`src/rtl/mem_port_arbiter.sv`:
```
// Two-requester (instruction fetch / data) arbiter in front of a single-port
// synchronous-read memory. Each access spends one ACCESS cycle driving the
// memory and one RESP cycle waiting for read data; arbitration happens in
// IDLE and RESP, so back-to-back accesses issue one grant every two cycles.
// Data normally wins; a starved fetch is forced through after STARVE_MAX
// consecutive losses unless a locked read-modify-write sequence owns the port.
module mem_port_arbiter #(
    parameter int unsigned ADDR_W     = 10,
    parameter int unsigned DATA_W     = 32,
    parameter int unsigned STARVE_MAX = 4
) (
    input  logic              clk1,
    input  logic              rst_n,
    // Instruction fetch port
    input  logic              if_req,
    input  logic [ADDR_W-1:0] if_addr,
    output logic              if_gnt,
    output logic              if_rvalid,
    output logic [DATA_W-1:0] if_rdata,
    // Load/store port
    input  logic              d_req,
    input  logic              d_we,
    input  logic              d_lock,
    input  logic [ADDR_W-1:0] d_addr,
    input  logic [DATA_W-1:0] d_wdata,
    output logic              d_gnt,
    output logic              d_rvalid,
    output logic              d_wdone,
    output logic [DATA_W-1:0] d_rdata,
    // Pipeline control
    input  logic              halt,
    // Memory side
    output logic              mem_en,
    output logic              mem_we,
    output logic [ADDR_W-1:0] mem_addr,
    output logic [DATA_W-1:0] mem_wdata,
    input  logic [DATA_W-1:0] mem_rdata
);

    localparam int unsigned StarveW = (STARVE_MAX < 1) ? 1 : $clog2(STARVE_MAX + 1);
    localparam logic [StarveW-1:0] StarveMaxC = StarveW'(STARVE_MAX);

    typedef enum logic [1:0] {
        StIdle,
        StAccess,
        StResp
    } state_e;

    state_e              state_q, state_d;
    logic [StarveW-1:0]  starve_q, starve_d;
    logic                lock_q, lock_d;
    logic                starve_max;
    logic                win_d;
    logic                win_if;

    // Owner of the access currently in flight
    logic                owner_d_q;
    logic                store_q;

    // Registered memory-side and grant outputs, live only during ACCESS
    logic                mem_en_q;
    logic                mem_we_q;
    logic [ADDR_W-1:0]   mem_addr_q;
    logic [DATA_W-1:0]   mem_wdata_q;
    logic                if_gnt_q;
    logic                d_gnt_q;

    // Registered response outputs
    logic                if_rvalid_q;
    logic                d_rvalid_q;
    logic                d_wdone_q;
    logic [DATA_W-1:0]   if_rdata_q;
    logic [DATA_W-1:0]   d_rdata_q;

    logic                in_resp;

    assign starve_max = (starve_q == StarveMaxC);
    assign in_resp    = (state_q == StResp);

    // Next state, arbitration decision, starve counter and lock flag updates
    always_comb begin
        state_d  = state_q;
        starve_d = starve_q;
        lock_d   = lock_q;
        win_d    = 1'b0;
        win_if   = 1'b0;
        case (state_q)
            StIdle, StResp: begin
                if (!halt) begin
                    // A held lock keeps IF out; with no data request the lock is moot
                    if (d_req && (lock_q || !(if_req && starve_max))) begin
                        win_d = 1'b1;
                    end else if (if_req) begin
                        win_if = 1'b1;
                    end
                end
                if (win_if || !if_req) begin
                    starve_d = '0;
                end else if (win_d && !starve_max) begin
                    starve_d = starve_q + StarveW'(1);
                end
                if (win_d) begin
                    lock_d = d_lock;
                end else if (!d_req) begin
                    lock_d = 1'b0;
                end
                state_d = (win_d || win_if) ? StAccess : StIdle;
            end
            StAccess: state_d = StResp;
            default:  state_d = StIdle;
        endcase
    end

    // FSM state, arbitration bookkeeping and owner of the in-flight access
    always_ff @(posedge clk1 or negedge rst_n) begin
        if (!rst_n) begin
            state_q   <= StIdle;
            starve_q  <= '0;
            lock_q    <= 1'b0;
            owner_d_q <= 1'b0;
            store_q   <= 1'b0;
        end else begin
            state_q  <= state_d;
            starve_q <= starve_d;
            lock_q   <= lock_d;
            if (win_d || win_if) begin
                owner_d_q <= win_d;
                store_q   <= win_d & d_we;
            end
        end
    end

    // Memory request and grant pulse: loaded at the arbitration edge, cleared one cycle later
    always_ff @(posedge clk1 or negedge rst_n) begin
        if (!rst_n) begin
            mem_en_q    <= 1'b0;
            mem_we_q    <= 1'b0;
            mem_addr_q  <= '0;
            mem_wdata_q <= '0;
            if_gnt_q    <= 1'b0;
            d_gnt_q     <= 1'b0;
        end else begin
            mem_en_q    <= win_d | win_if;
            mem_we_q    <= win_d & d_we;
            if_gnt_q    <= win_if;
            d_gnt_q     <= win_d;
            if (win_d) begin
                mem_addr_q  <= d_addr;
                mem_wdata_q <= d_wdata;
            end else if (win_if) begin
                mem_addr_q  <= if_addr;
                mem_wdata_q <= '0;
            end else begin
                mem_addr_q  <= '0;
                mem_wdata_q <= '0;
            end
        end
    end

    // Response: capture read data at the end of RESP and pulse the owner's strobe
    always_ff @(posedge clk1 or negedge rst_n) begin
        if (!rst_n) begin
            if_rvalid_q <= 1'b0;
            d_rvalid_q  <= 1'b0;
            d_wdone_q   <= 1'b0;
            if_rdata_q  <= '0;
            d_rdata_q   <= '0;
        end else begin
            if_rvalid_q <= in_resp & ~owner_d_q;
            d_rvalid_q  <= in_resp & owner_d_q & ~store_q;
            d_wdone_q   <= in_resp & owner_d_q & store_q;
            if (in_resp && !owner_d_q) begin
                if_rdata_q <= mem_rdata;
            end
            // Stores leave d_rdata untouched; it only tracks load results
            if (in_resp && owner_d_q && !store_q) begin
                d_rdata_q <= mem_rdata;
            end
        end
    end

    assign mem_en    = mem_en_q;
    assign mem_we    = mem_we_q;
    assign mem_addr  = mem_addr_q;
    assign mem_wdata = mem_wdata_q;
    assign if_gnt    = if_gnt_q;
    assign d_gnt     = d_gnt_q;
    assign if_rvalid = if_rvalid_q;
    assign d_rvalid  = d_rvalid_q;
    assign d_wdone   = d_wdone_q;
    assign if_rdata  = if_rdata_q;
    assign d_rdata   = d_rdata_q;

    // The port has exactly one owner per access
    a_one_owner: assert property (@(posedge clk1) disable iff (!rst_n) !(if_gnt && d_gnt));

    // The memory is only driven while an access is in its ACCESS cycle
    a_mem_quiet: assert property (@(posedge clk1) disable iff (!rst_n)
        !mem_en |-> (!mem_we && mem_addr == '0 && mem_wdata == '0));

endmodule

```
`config.mk`:
```
export PLATFORM = sky130hd
export DESIGN_NAME = mem_port_arbiter
export DESIGN_NICKNAME = d
export VERILOG_FILES = /design/src/rtl/mem_port_arbiter.sv
export SDC_FILE = /design/constraint.sdc
export NUM_CORES = 1
export LEC_CHECK = 0
export ABC_CLOCK_PERIOD_IN_PS = 1400
export BUFFER_PORTS_ARGS = -buffer_cell sky130_fd_sc_hd__buf_2
export CAP_MARGIN = 20
export CORE_MARGIN = 2
export CORE_UTILIZATION = 42
export CTS_CLUSTER_SIZE = 8
export DETAILED_ROUTE_END_ITERATION = 7
export PLACE_DENSITY = 0.75
export SETUP_SLACK_MARGIN = 0.5
export SYNTH_ARGS = -nofsm -noshare
export SYNTH_HDL_FRONTEND = slang
export SYNTH_SLANG_ARGS = --single-unit
```
`constraint.sdc`:
```
create_clock -name clk1 -period 1.4 [get_ports clk1]
set_input_delay 0.07 -clock clk1 [delete_from_list [all_inputs] [get_ports clk1]]
set_output_delay 0.07 -clock clk1 [all_outputs]
set_load 0.005 [all_outputs]
```
# Word-level counts from Yosys, hierarchy flattened
# Cells that the tools add are included.
[totals]
elab_cells = 67
register_bits = 121
[classes]
bitwise_logic = 8
reduce_logical = 20
n_eq_ne = 4
mux = 18
addsub = 1
[op_table]
columns = ["operator", "count"]
rows = [
  ["$mux W32", 1],
  ["$mux W10", 2],
  ["$mux W1", 12],
  ["$logic_and A1 B1 Y1", 6],
  ["$mux W3", 2],
  ["$and A1 B1 Y1", 5],
  ["$logic_not A1 Y1", 5],
  ["$logic_or A1 B1 Y1", 4],
  ["$pmux W2 S2", 1],
  ["$reduce_and A2 Y1", 2],
  ["$add A3 B1 Y3 const B", 1],
  ["$eq A3 B3 Y1 const B", 1],
  ["$eq A2 B1 Y1 const B", 1],
  ["$eq A2 B2 Y1 const B", 1],
  ["$logic_not A2 Y1", 1],
  ["$ne A2 B1 Y1 const B", 1],
  ["$not A1 Y1", 2],
  ["$reduce_bool A2 Y1", 1],
  ["$reduce_or A2 Y1", 1],
  ["$or A1 B1 Y1", 1],
]

# Depth between registers and ports, before layout
[depth]
ltp_word = 11
depth_mapped = 7
depth_no_buf = 5

# Least setup slack after synthesis
# OpenSTA, ideal clock, no wires.
[synth_path]
path_kind = "register to register"
startpoint = "register starve_q[0]"
endpoint = "register mem_wdata_q[23] (netlist: mem_wdata[23])"
t_arrival_ns = 1.343
required_ns = 1.281
stages_incl_launch_ff = 8
setup_slack_ns = -0.062
setup_ns = 0.119
n_path_buf = 2
path_cell_list = "dfrtp_1 -> inv_1 -> ha_1 -> nand4b_1 -> and3b_1 -> buf_6 -> buf_6 -> and2_1"
[synth_between]
elab_chain_len = 10
[synth_rtl]
columns = ["item", "line_no", "rtl"]
rows = [
  ["start: declaration", "50", "logic [StarveW-1:0] starve_q, starve_d;"],
  ["start signal: assignment", "124", "starve_q <= starve_d;"],
  ["$eq A3 B3 Y1", "77", "assign starve_max = (starve_q == StarveMaxC);"],
  ["$logic_and A1 B1 Y1", "91", "if (d_req && (lock_q || !(if_req && starve_max))) begin"],
  ["$logic_not A1 Y1", "91", ""],
  ["$logic_or A1 B1 Y1", "91", ""],
  ["$logic_and A1 B1 Y1", "91", ""],
  ["$mux W1", "91", ""],
  ["$mux W1", "89", "if (!halt) begin"],
  ["$mux W1 (2 in a row)", "87", "case (state_q)"],
  ["named net win_d", "53", "logic win_d;"],
  ["$mux W32", "147", "if (win_d) begin"],
  ["end signal: assignment", "149", "mem_wdata_q <= d_wdata;"],
  ["end: declaration", "64", "logic [DATA_W-1:0] mem_wdata_q;"],
]
# The timed path passes the listed nets, and every way through them passes these cells. The select of a mux whose other input is x is not followed.
# A chain may end at the register's enable or synchronous reset.

# Worst setup path in the final report
[layout_path]
startpoint = "register state_q[0]"
endpoint = "register d_rdata_q[5] (netlist: d_rdata[5])"
[layout_between]
elab_chain_len = 3
[layout_rtl]
columns = ["item", "line_no", "rtl"]
rows = [
  ["start: declaration", "49", "state_e state_q, state_d;"],
  ["start signal: assignment", "117", "state_q <= StIdle;"],
  ["start signal: assignment", "123", "state_q <= state_d;"],
  ["$eq A2 B2 Y1", "78", "assign in_resp = (state_q == StResp);"],
  ["$logic_and A1 B1 Y1 (2 in a row)", "176", "if (in_resp && owner_d_q && !store_q) begin"],
  ["end signal: assignment", "177", "d_rdata_q <= mem_rdata;"],
  ["end: declaration", "73", "logic [DATA_W-1:0] d_rdata_q;"],
]
# Every way passes these cells.

==> reports/metrics.cfg <==
[routing]
num_vias=4169
drc=0
viasPerCell=4.89
drt-initial-drc-count=267
firstDrtPassIters=5
wirelength_mm=16.2
wire_per_inst_um=19.0
ant_nets=0

[hold_path]
hp-class=in2async

[final_layout]
final_util_pct=79.2
drive_gt1_share_pct=60.6
layout_commonest_cell=buf_2
final_nets=793
syn2layout_area_growth_pct=84.3
antenna_cells=0
final_cell_mix=buf_2, dfrtp_1, dlygate4sd3_1
num-fill-cells=578

[worst_setup_path]
crit_start=state_q[0]
rr_startpoint=state_q[0]
worstPathRequired_ns=1.81
crit_path_start_kind=flop
worst-setup-path-type=reg2reg
end_kind=flop
crit_arrival_ns=1.95
worstPathMaxFanout=6

[synth]
synth_area_leaders=dfrtp_1, mux2_2, mux2_4
post_synth.cell_area_avg_um2=15.8
synthesis.nets=387
synth.cell_area_um2=4640
synth_top_area_share_pct=65.3
ys_ff_latch=121
ys_seq_area_share_pct=65.3
synth_top_cell_by_area=dfrtp_1
synthCells=294
yosysUniqueCellTypes=35
synth-warning-count=0

[placed_design]
gp_congestion=0.771
dpl.hpwl_mm=7.65
numPortBuffers=203

[sta]
rsz0062_at_grt=true
final_max_slew_viol_count=0
hold_viol=17
tightest_slew_ns=0.318
finalCriticalPeriod_ns=1.54
holdWs_ns=-0.0147
setup_viol=105
skew_ns=0.00820
relSlewSlack_pct=78.8
max_freq_ghz=0.649
min_period_over_period_pct=110
setup_tns_ns=-6.69
setup_slack_ns=-0.140

[floorplan]
die_h_um=109
die_x_um=109
placeableCoreArea_um2=10800
start_util_pct=43.0
die-area_um2=11900
rows=38
io_pins=204

[pwr]
vdd_ir_drop_max_mv=1.66
pwr_density_cell_nw_per_um2=1680
power.leakage_nw=4.45

[status]
violations=negative hold slack, negative setup slack
status=finished, violations left

[grt]
antenna_found_initial=0
grt_pass1_vias=4387
grt_max_degree=47
grt_pass1_wl_mm=22.1
grt_usage_pct=25.1
overflow=0

[cts]
cts_buffers=17
path_clk_slew_ns=0.06
cts_buffer_depth=2
clock-root-buffer=clkbuf_8
ctsHtreeMaxLevel=4
cts.sink_count=121
cts_tree=built
clock_latency_ns=0.54

[job]
max-cap-violations=0

-- Yosys cell counts (all sizes together) --
library cell,n
a21o,1
a21oi,2
a22o,1
a2bb2oi,1
a311oi,1
a32o,11
a41o,1
a41oi,1
and2,35
and2b,2
and3b,1
and4,1
and4b,1
and4bb,1
buf,16
clkbuf,1
dfrtp,121
ha,2
inv,5
mux2,64
mux2i,1
nand2,3
nand4b,1
nor2,2
nor2b,10
nor3b,1
o21a,2
o21ai,2
o2bb2ai,1
o31ai,1
or2,1
-- metal layers --
metal / vias up / GRT usage, % / share of wire (%)
met4: 0 / 8.70 / 2.4
met5: - / 0 / 0
met2: 219 / 42.6 / 51
li1: 1831 / - / -
met1: 2080 / 28.8 / 38
met3: 39 / 9.68 / 9.5
-- worst max-delay path, stage by stage (launching register included) --
cell       delay (ns)
dfrtp_1          0.42
and4bb_4         0.45
clkbuf_16        0.21
mux2_4           0.34
-- cell families after synthesis --
kind of cell             Yosys count  share of synthesized area [%]
multiplexers                      65                           17.4
AO/OA/AOI/OAI                     25                           4.61
flip-flops                       121                           65.3
buffers and inverters             22                           3.75
adder cells (fa/ha/maj)            2                          0.539
AND/OR/NAND/NOR                   59                           8.44
-- layout make-up --
| cell class | instances | area [um2] | area share, % |
|---|---|---|---|
| timing repair buffer | 404 | 3050 | 35.7 |
| inverter | 5 | 18.8 | 0.220 |
| tap | 140 | 175 | 2.05 |
| clock inverter | 7 | 87.6 | 1.02 |
| sequential | 121 | 3030 | 35.4 |
| clock buffer | 25 | 504 | 5.90 |
| multi-input combinational | 151 | 1690 | 19.7 |
-- per-stage QoR --
stage	hold slack, ns	power, mW	cell area, um2	setup slack (ns)	instances
floorplan	-0.226	6.51	4810	-0.0401	294
global placement	-0.0187	7.87	6050	-0.0164	641
detailed placement	-0.0173	8.02	6050	-0.0944	641
CTS	-0.0374	13.4	8140	-0.0523	818
global route	-0.0159	15.0	8550	-0.166	853
finish	-0.0147	14.4	8550	-0.140	853
-- repair_timing --
action | 4_1_cts | 5_1_grt
pin swaps | 4 | 2
setup endpoints to repair | 233 | 234
resized for setup | 34 | 24
hold buffers | 92 | 1
setup buffers | 49 | 30
cloned | 4 | 4
endpoints found under the hold margin | 235 | 18
-- state kept, by name, summed over array words and instances (netlist names), 2 cells and up --
name / cells
state_q: 2
d_rdata: 32
mem_addr: 10
if_rdata: 32
mem_wdata: 32
starve_q: 3
-- final timing paths --
kind	endpoint	slack, ns	cells past startpoint
worst max register to register	d_rdata[5]	-0.14	3
worst min register to register	state_q[1]	0.49	1
worst min-delay path	d_rdata[20]	-0.01	2
min in group clk1	starve_q[0]	0.02	3
max in group asynchronous	if_rdata[25]	0.87	3
worst max-delay path	d_rdata[5]	-0.14	3
-- power breakdown --
group / switching (mW) / total (mW) / leakage, nW / internal (mW)
combinational: 1.69 / 5.00 / 2.63 / 3.31
clock: 1.55 / 4.35 / 0.294 / 2.81
sequential: 0.610 / 5.05 / 1.53 / 4.44
total: 3.85 / 14.4 / 4.45 / 10.6
Power figures use the tool's default switching activity.
